File: src/rtl/seq_divider_pkg.sv
// Shared divider definitions: FSM encoding, default width and the
// special-case result constants used by the sequential divider.
package seq_divider_pkg;

  localparam int DIV_N_BITS = 32;

  localparam logic [1:0] S_IDLE = 2'd0;
  localparam logic [1:0] S_CALC = 2'd1;
  localparam logic [1:0] S_FIX  = 2'd2;
  localparam logic [1:0] S_DONE = 2'd3;

  // Wide templates, sliced down to the instance width by the user.
  localparam logic [63:0] DIV_ALL_ONES = '1;

  function automatic logic [63:0] div_most_neg(input int unsigned w);
    return 64'd1 << (w - 1);
  endfunction

endpackage

File: src/rtl/seq_divider_div_step.sv
// One radix-2 non-restoring iteration: shift the partial remainder,
// then add or subtract the divisor depending on the previous sign.
module div_step #(
  parameter int W = 32
) (
  input  logic [W:0]   p_i,
  input  logic         q_msb_i,
  input  logic [W-1:0] b_i,
  output logic [W:0]   p_o,
  output logic         q_o
);

  logic [W:0] shifted;
  logic [W:0] b_ext;

  // Wraparound is harmless: the true result always fits in W+1 bits.
  always_comb begin
    shifted = {p_i[W-1:0], q_msb_i};
    b_ext   = {1'b0, b_i};
    if (p_i[W]) begin
      p_o = shifted + b_ext;
    end else begin
      p_o = shifted - b_ext;
    end
    q_o = ~p_o[W];
  end

endmodule

File: src/rtl/seq_divider.sv
// Sequential signed/unsigned divider, one quotient bit per cycle,
// with valid/ready handshakes on both the request and result sides.
module seq_divider
  import seq_divider_pkg::*;
#(
  parameter int N_BITS = DIV_N_BITS
) (
  input  logic              clk,
  input  logic              rst_n,
  input  logic              in_valid,
  output logic              in_ready,
  input  logic              is_signed,
  input  logic [N_BITS-1:0] dividend,
  input  logic [N_BITS-1:0] divisor,
  output logic              out_valid,
  input  logic              out_ready,
  output logic [N_BITS-1:0] quotient,
  output logic [N_BITS-1:0] remainder,
  output logic              div_by_zero
);

  localparam int CW = $clog2(N_BITS + 1);
  localparam logic [CW-1:0] LAST = CW'(N_BITS - 1);
  localparam logic [63:0] ONES64 = DIV_ALL_ONES;
  localparam logic [63:0] MNEG64 = div_most_neg(N_BITS);
  localparam logic [N_BITS-1:0] ALL_ONES = ONES64[N_BITS-1:0];
  localparam logic [N_BITS-1:0] MOST_NEG = MNEG64[N_BITS-1:0];

  logic [1:0]        state_q, state_d;
  logic [CW-1:0]     cnt_q, cnt_d;
  logic [N_BITS:0]   p_q, p_d;
  logic [N_BITS-1:0] qr_q, qr_d;
  logic [N_BITS-1:0] b_q, b_d;
  logic              negq_q, negq_d;
  logic              negr_q, negr_d;
  logic [N_BITS-1:0] quot_q, quot_d;
  logic [N_BITS-1:0] rem_q, rem_d;
  logic              dbz_q, dbz_d;

  logic [N_BITS:0]   step_p;
  logic              step_q;
  logic              dvd_neg, dvs_neg;
  logic [N_BITS-1:0] dvd_mag, dvs_mag;
  logic              by_zero, ovf;
  logic [N_BITS-1:0] fix_rm;

  div_step #(
    .W(N_BITS)
  ) u_step (
    .p_i    (p_q),
    .q_msb_i(qr_q[N_BITS-1]),
    .b_i    (b_q),
    .p_o    (step_p),
    .q_o    (step_q)
  );

  always_comb begin
    dvd_neg = is_signed & dividend[N_BITS-1];
    dvs_neg = is_signed & divisor[N_BITS-1];
    dvd_mag = dvd_neg ? -dividend : dividend;
    dvs_mag = dvs_neg ? -divisor : divisor;
    by_zero = (divisor == '0);
    ovf     = is_signed && (dividend == MOST_NEG)
              && (divisor == ALL_ONES);
    // Final remainder lies in [0, divisor), so N bits suffice.
    fix_rm  = p_q[N_BITS] ? (p_q[N_BITS-1:0] + b_q)
                          : p_q[N_BITS-1:0];
  end

  always_comb begin
    state_d = state_q;
    cnt_d   = cnt_q;
    p_d     = p_q;
    qr_d    = qr_q;
    b_d     = b_q;
    negq_d  = negq_q;
    negr_d  = negr_q;
    quot_d  = quot_q;
    rem_d   = rem_q;
    dbz_d   = dbz_q;
    case (state_q)
      S_IDLE: begin
        if (in_valid) begin
          unique case (1'b1)
            by_zero: begin
              quot_d  = ALL_ONES;
              rem_d   = dividend;
              dbz_d   = 1'b1;
              state_d = S_DONE;
            end
            ovf: begin
              quot_d  = dividend;
              rem_d   = '0;
              dbz_d   = 1'b0;
              state_d = S_DONE;
            end
            default: begin
              p_d     = '0;
              qr_d    = dvd_mag;
              b_d     = dvs_mag;
              negq_d  = dvd_neg ^ dvs_neg;
              negr_d  = dvd_neg;
              cnt_d   = '0;
              state_d = S_CALC;
            end
          endcase
        end
      end
      S_CALC: begin
        p_d   = step_p;
        qr_d  = {qr_q[N_BITS-2:0], step_q};
        cnt_d = cnt_q + 1'b1;
        if (cnt_q == LAST) begin
          state_d = S_FIX;
        end
      end
      S_FIX: begin
        quot_d  = negq_q ? -qr_q : qr_q;
        rem_d   = negr_q ? -fix_rm : fix_rm;
        dbz_d   = 1'b0;
        state_d = S_DONE;
      end
      S_DONE: begin
        if (out_ready) begin
          state_d = S_IDLE;
        end
      end
      default: state_d = S_IDLE;
    endcase
  end

  always_ff @(posedge clk or negedge rst_n) begin
    if (!rst_n) begin
      state_q <= S_IDLE;
      cnt_q   <= '0;
      p_q     <= '0;
      qr_q    <= '0;
      b_q     <= '0;
      negq_q  <= 1'b0;
      negr_q  <= 1'b0;
      quot_q  <= '0;
      rem_q   <= '0;
      dbz_q   <= 1'b0;
    end else begin
      state_q <= state_d;
      cnt_q   <= cnt_d;
      p_q     <= p_d;
      qr_q    <= qr_d;
      b_q     <= b_d;
      negq_q  <= negq_d;
      negr_q  <= negr_d;
      quot_q  <= quot_d;
      rem_q   <= rem_d;
      dbz_q   <= dbz_d;
    end
  end

  assign in_ready    = (state_q == S_IDLE);
  assign out_valid   = (state_q == S_DONE);
  assign quotient    = quot_q;
  assign remainder   = rem_q;
  assign div_by_zero = dbz_q;

endmodule
File: config.mk
export PLATFORM = sky130hd
export DESIGN_NAME = seq_divider
export DESIGN_NICKNAME = d
export VERILOG_FILES = /design/src/rtl/seq_divider_pkg.sv /design/src/rtl/seq_divider_div_step.sv /design/src/rtl/seq_divider.sv
export SDC_FILE = /design/constraint.sdc
export NUM_CORES = 1
export LEC_CHECK = 0
export ABC_AREA = 1
export CAP_MARGIN = 20
export CORE_MARGIN = 10
export CORE_UTILIZATION = 50
export CTS_BUF_LIST = sky130_fd_sc_hd__clkbuf_8
export DETAILED_ROUTE_END_ITERATION = 10
export PLACE_DENSITY = 0.7
export SYNTH_ARGS = -nofsm -noshare
export SYNTH_HDL_FRONTEND = slang
export SYNTH_SLANG_ARGS = --single-unit
File: constraint.sdc
create_clock -name clk -period 11.8 [get_ports clk]
set_input_delay 2.95 -clock clk [delete_from_list [all_inputs] [get_ports clk]]
set_output_delay 2.95 -clock clk [all_outputs]
set_load 0.1 [all_outputs]
== Word-level counts from Yosys, hierarchy flattened ==
Index checks and enable logic that the tools add are counted.

* Flip-flop bits (word level): 172
* Input bits: 69
* Output and inout port bits: 67
* Word-level logic and storage cells: 74

* $add $sub $neg: 8
* Equal/unequal tests: 11
* Muxes and demuxes: 29
* Bitwise operators: 5
* Reductions and logical operators: 11

{| class="wikitable"
|+ Operator list
! operator !! number
|-
| $pmux 32 s2 || 5
|-
| $mux 32 || 9
|-
| $neg 32->32 || 4
|-
| $mux 33 || 3
|-
| $pmux 33 s2 || 1
|-
| $eq 32x32->1 const B || 2
|-
| $add 33x32->33 || 1
|-
| $sub 33x32->33 || 1
|-
| $add 32x32->32 || 1
|-
| $logic_not 32->1 || 1
|-
| $mux 6 || 2
|-
| $pmux 6 s2 || 1
|-
| $reduce_and 3->1 || 4
|-
| $mux 2 || 4
|-
| $pmux 2 s4 || 1
|-
| $add 6x1->6 const B || 1
|-
| $eq 6x5->1 const B || 1
|-
| $ne 2x2->1 const B || 3
|-
| $eq 2x2->1 const B || 2
|-
| $pmux 1 s2 || 2
|-
| $reduce_bool 2->1 || 2
|-
| $ne 3x1->1 const B || 1
|-
| $and 1x1->1 || 2
|-
| $eq 2x1->1 const B || 1
|-
| 7 further kinds || 9
|}

== Logic depth before layout (Yosys ltp) ==
* Depth in word-level cells: 7
* Gate-level depth with buffers: 25
* Mapped depth without buffers: 25

== Cells and area by module ==
From an unflattened synthesis, not the netlist that was laid out.

* Cells, all modules: 2719
* Area total of the unflattened synthesis: 16862.4 um2

{| class="wikitable"
|+ Modules (own cells, without submodules)
! module !! times used !! cells an instance !! area an instance (um2) !! seq. area each (um2)
|-
| seq_divider || 1 || 2056 || 13511.7 || 4304.1
|-
| div_step || 1 || 663 || 3350.7 || 0.0
|}

== Worst setup path before layout ==
Ideal clock, no wire load.

* Kind: input to register
* Start: input dividend[1]
* End: register quot_q[13], in the netlist quotient[13]
* Setup time: 0.120 ns
* Arrival: 4.696 ns
* Required time: 11.680 ns
* Path slack: 6.985 ns
* Stages on the path: 15
* Buffers on the path: 0
* Cell sequence: inv_1 -> ha_1 -> nand3_1 -> nor3_2 -> nand3_1 -> nor2_1 -> nand4_1 -> nor2_1 -> nand2_1 -> nor2_1 -> nand2_1 -> nor4_2 -> nand2_1 -> nand3_1 -> nand2_1

* Longest elaborated chain between the ends: 6
* Elaborated cells on any way between the ends: 8
* Those cells by class: eq/ne (2); mux (3); reduce/logical (3)

{| class="wikitable"
|+ RTL lines
! what !! RTL line !! text
|-
| start, declared || seq_divider.sv:13 || <nowiki>input logic [N_BITS-1:0] dividend,</nowiki>
|-
| $eq 32x32->1 (*) || seq_divider.sv:63 || <nowiki>ovf = is_signed && (dividend == MOST_NEG)</nowiki>
|-
| $logic_and 1x1->1 (*) || seq_divider.sv:63 ||
|-
| $logic_and 1x1->1 (*) || seq_divider.sv:64 || <nowiki>&& (divisor == ALL_ONES);</nowiki>
|-
| $pmux 32 s2 || seq_divider.sv:84 || <nowiki>unique case (1'b1)</nowiki>
|-
| $mux 32 || seq_divider.sv:83 || <nowiki>if (in_valid) begin</nowiki>
|-
| $pmux 32 s2 || seq_divider.sv:81 || <nowiki>case (state_q)</nowiki>
|-
| end signal, assigned || seq_divider.sv:152 || <nowiki>quot_q <= quot_d;</nowiki>
|-
| end, declared || seq_divider.sv:36 || <nowiki>logic [N_BITS-1:0] quot_q, quot_d;</nowiki>
|}

Mark *: on every way between the ends. The rest lies on a longest branch, timed or not. The select of a mux whose other input is x is not followed.
A chain may end at the register's enable or synchronous reset.

== Worst setup path after layout ==
* Start: input dividend[1]
* End: register qr_q[6]

* Longest elaborated chain between the ends: 6
* Elaborated cells on any way between the ends: 11
* Those cells by class: add/sub (1); eq/ne (2); mux (4); reduce/logical (4)

{| class="wikitable"
|+ RTL lines
! what !! RTL line !! text
|-
| branches (longest 6 deep; another with $neg 32->32) || - ||
|-
| end signal, assigned || seq_divider.sv:148 || <nowiki>qr_q <= qr_d;</nowiki>
|-
| end, declared || seq_divider.sv:32 || <nowiki>logic [N_BITS-1:0] qr_q, qr_d;</nowiki>
|}

Several ways; the timed one is not identified. The select of a mux whose other input is x is not followed.

==> summary.md <==
| Metric | Value |
|---|---|
| Status | complete, no violations |
| Initial DRC count | around 1400 |
| CP max stage cell | nand2_2 |
| Clock buffer count from CTS | 17 |
| Via count | between 15000 and 20000 |
| Routed WL per cell | between 15 and 20 µm |
| RSZ-0062 raised after global routing | no |
| Core Util, Final | between 50 and 60% |
| HP Class | flip-flop to flip-flop |
| Total core area | just over 30000 µm² |
| Post-Synth XOR/XNOR Area | about 7.3% |
| Final nets | around 2600 |
| Skew final | ~0.022 ns |
| # DRC | 0 |
| Final hold vios | 0 |
| Area growth syn-to-layout | 13.1% |
| DRT antenna net count | 0 |
| Final cell count without fillers | around 2900 |
| Cells after synthesis | roughly 2400 |
| Total grt overflow | 0 |
| Die H | between 150 and 200 µm |
| Ports | 136 |
| Share of layout cells above drive strength 1 | roughly 3.8% |
| # resized after CTS | 0 |
| CP endpoint kind | flip-flop |
| Post-synthesis sequential area ratio | 28.0% |
| Max Cap Viol | 0 |
| Setup crit start kind | primary input |
| Final setup viols | 0 |
| Die W | 195 µm |
| DP Cell Count | ~2800 |
| Actual slew at the worst max-slew pin | between 1 and 1.5 ns |
| Setup WS post-layout | 4.60 ns |
| I/O Buffers | between 100 and 150 |
| H-tree depth | 4 |
| Pin count of the biggest net entering global routing | between 100 and 150 |
| YS warnings | 0 |
| First-pass GRT wire length | about 84000 µm |
| Root Driver | clkbuf_8 |
| Seq cells post-synth | between 150 and 200 |
| Top FF cell, synth | dfrtp_1 |
| Setup bufs post-CTS | 0 |
| Number of diodes | 0 |
| CP required | around 12 ns |
| CP cell instances | clkdlybuf4s50_1, inv_1, ha_1, nand3_1, nor2_1, nand3b_1, nor4_2, nand3_2, nand2_1, inv_2, nand2_4, nand2_4, nand2_2, buf_4, inv_2, nand2_1, o221ai_1 |
| Tcrit/Tclk final | around three fifths |
| CP max stage delay | about 0.55 ns |
| Synth Area in Compound Gates | 15.0% |
| Final Critical Period | about 7.2 ns |
| FP Rows | 64 |
| Cell area power density | between 300 and 400 nW/µm² |
| CTS Buffer Depth | 2 |
| Commonest non-fill, non-tap cell in the layout | nand2_1 |
| Syn nets | approximately 2500 |
| Mapped Area | 15400 µm² |
| Via density | 5.64 |
| Hold Path Stages | 2 |
| Setup TNS | 0 ns |
| Static leakage | ~8.6 nW |
| Mapped Avg Cell Area | roughly 6.5 µm² |
| Drt first pass iters | 6 |
| Worst VDD drop | approximately 0.00028 V |
| Vias in the first global route | ~15000 |
| Worst setup path category | primary input to flip-flop |
| Fin. max-slew vios | 0 |
| Largest family of logic cells by synthesized area | simple AND/OR/NAND/NOR gates |
| Most frequent cells in the layout | nand2_1 (710), inv_1 (291), nor2_1 (200) |
| CP max FO | 63 |
| Post-synthesis mux area share | 0% |
| Cell count of the worst reg-to-reg path | 22 |
| Relative slew margins | slightly above 30% |
| Hold_buf cts | 0 |
| Worst-path clk slew | roughly 0.1 ns |
| Fmax | 0.139 GHz |
| Synth Area in Adders | ~6.3% |
| Worst skew pair latency | a little over 0.5 ns |
| Worst path arrival time | about 7.6 ns |
| Final HPWL DP | roughly 42000 µm |
| Distinct cell type count after synthesis | 51 |
| Die area | around 38000 µm² |
| Tot Pwr | approximately 5.7 mW |
| Setup WS pre-CTS | roughly 4.2 ns |
| Total track usage | 27.4% |
| Asr flop ratio synth | 100% |
| CTS tree | built |
| Number of antenna violations at the first check in global routing | 0 |
| Simple-gate share of the synthesized area | 33.9% |
| Post-Route WL | 53700 µm |
| Final GP Congestion | 0.975 |
| Clk sinks | between 150 and 200 |
| Initial core utilization | 50.5% |
| Post-synth EDFFs | 0 |
synth_stat cells, types with 4 or more instances:
library cell / instances / share of area, %
ha_1: 74 / 6.0
o221ai_1: 34 / 1.9
nand2_1: 710 / 17
xor2_1: 101 / 5.7
nand2_2: 8 / 0.33
inv_1: 291 / 7.1
nand3_1: 176 / 5.7
a31oi_1: 9 / 0.37
nand4_1: 31 / 1.3
a22oi_1: 20 / 0.98
buf_6: 6 / 0.44
inv_2: 10 / 0.24
nand3b_1: 6 / 0.29
nor3_1: 41 / 1.3
xnor2_1: 28 / 1.6
nor2_2: 5 / 0.20
nor4_1: 21 / 0.85
a21oi_1: 117 / 3.8
dfrtp_1: 172 / 28
o21ai_2: 4 / 0.23
or2_2: 8 / 0.33
buf_2: 25 / 0.81
and2_1: 4 / 0.16
o21ai_0: 136 / 4.4
o21a_1: 7 / 0.34
clkbuf_1: 28 / 0.68
o21ai_1: 16 / 0.52
o211ai_1: 12 / 0.59
a21o_1: 5 / 0.24
o22ai_1: 18 / 0.73
nor3_2: 5 / 0.33
o21bai_1: 7 / 0.34
buf_1: 5 / 0.12
nor2_1: 200 / 4.9
path summary, 6_finish.rpt:
check	startpoint	to	slack [ns]
worst max-delay path	dividend[1]	qr_q[6]	4.60
worst min-delay path	quotient[5]	quotient[5]	0.48
worst max register to register	b_q[0]	p_q[30]	6.51
worst min register to register	quotient[5]	quotient[5]	0.48
max in group asynchronous	rst_n	b_q[29]	7.83
min in group asynchronous	rst_n	p_q[6]	2.38
sequential cells by signal, indices dropped and copies added, names as in the netlist:
signal       cells
qr_q            32
remainder       32
negq_q           1
p_q             33
b_q             32
state_q          2
cnt_q            6
div_by_zero      1
negr_q           1
quotient        32
worst max-delay path: cells and delay by family:
kind | cells | cell delay, ns
compound gates | 1 | 0.12
fa+ha+maj | 1 | 0.19
simple gates | 10 | 2.85
buf+inv | 5 | 1.37
final cells by class:
class	instances	area [µm²]
Sequential cell	172	4300
Inverter	303	1140
Multi-Input combinational cell	1826	9620
Timing Repair Buffer	145	1460
Tap cell	396	495
Clock inverter	13	133
Fill cell	3040	13100
Clock buffer	19	262
logic make-up (layout without fill, tap and decap cells):
kind of cell | after synthesis | in the layout
DFF | 172 | 172
AOI/OAI and AO/OA | 393 | 393
adders and majority gates | 76 | 76
buffers and inverters | 369 | 480
xor gates and xnor gates | 129 | 129
and+or+nand+nor | 1228 | 1228
per-stage QoR:
stage,area (µm²),hold slack (ns)
after floorplan,15400,0.459
after global placement,17000,0.454
after detailed placement,17000,0.459
after CTS,17400,0.485
after global routing,17400,0.510
final,17400,0.480
power breakdown:
| part | total [mW] | leakage, nW | switching (mW) | internal (mW) |
|---|---|---|---|---|
| registers | 1.14 | 2.16 | 0.301 | 0.838 |
| logic | 4.14 | 6.26 | 2.93 | 1.21 |
| clock network | 0.438 | 0.193 | 0.255 | 0.183 |
| total | 5.72 | 8.61 | 3.49 | 2.23 |
layer usage:
metal	track usage (%)	share of wire, %	up-vias	routed length, µm
met5	0	0	-	0
met4	6.11	1.5	0	823
met3	5.29	7.8	47	4180
met2	43.0	45	613	24100
met1	38.0	46	7585	24600
li1	-	-	7967	-
(Power assumes the default switching activity.)
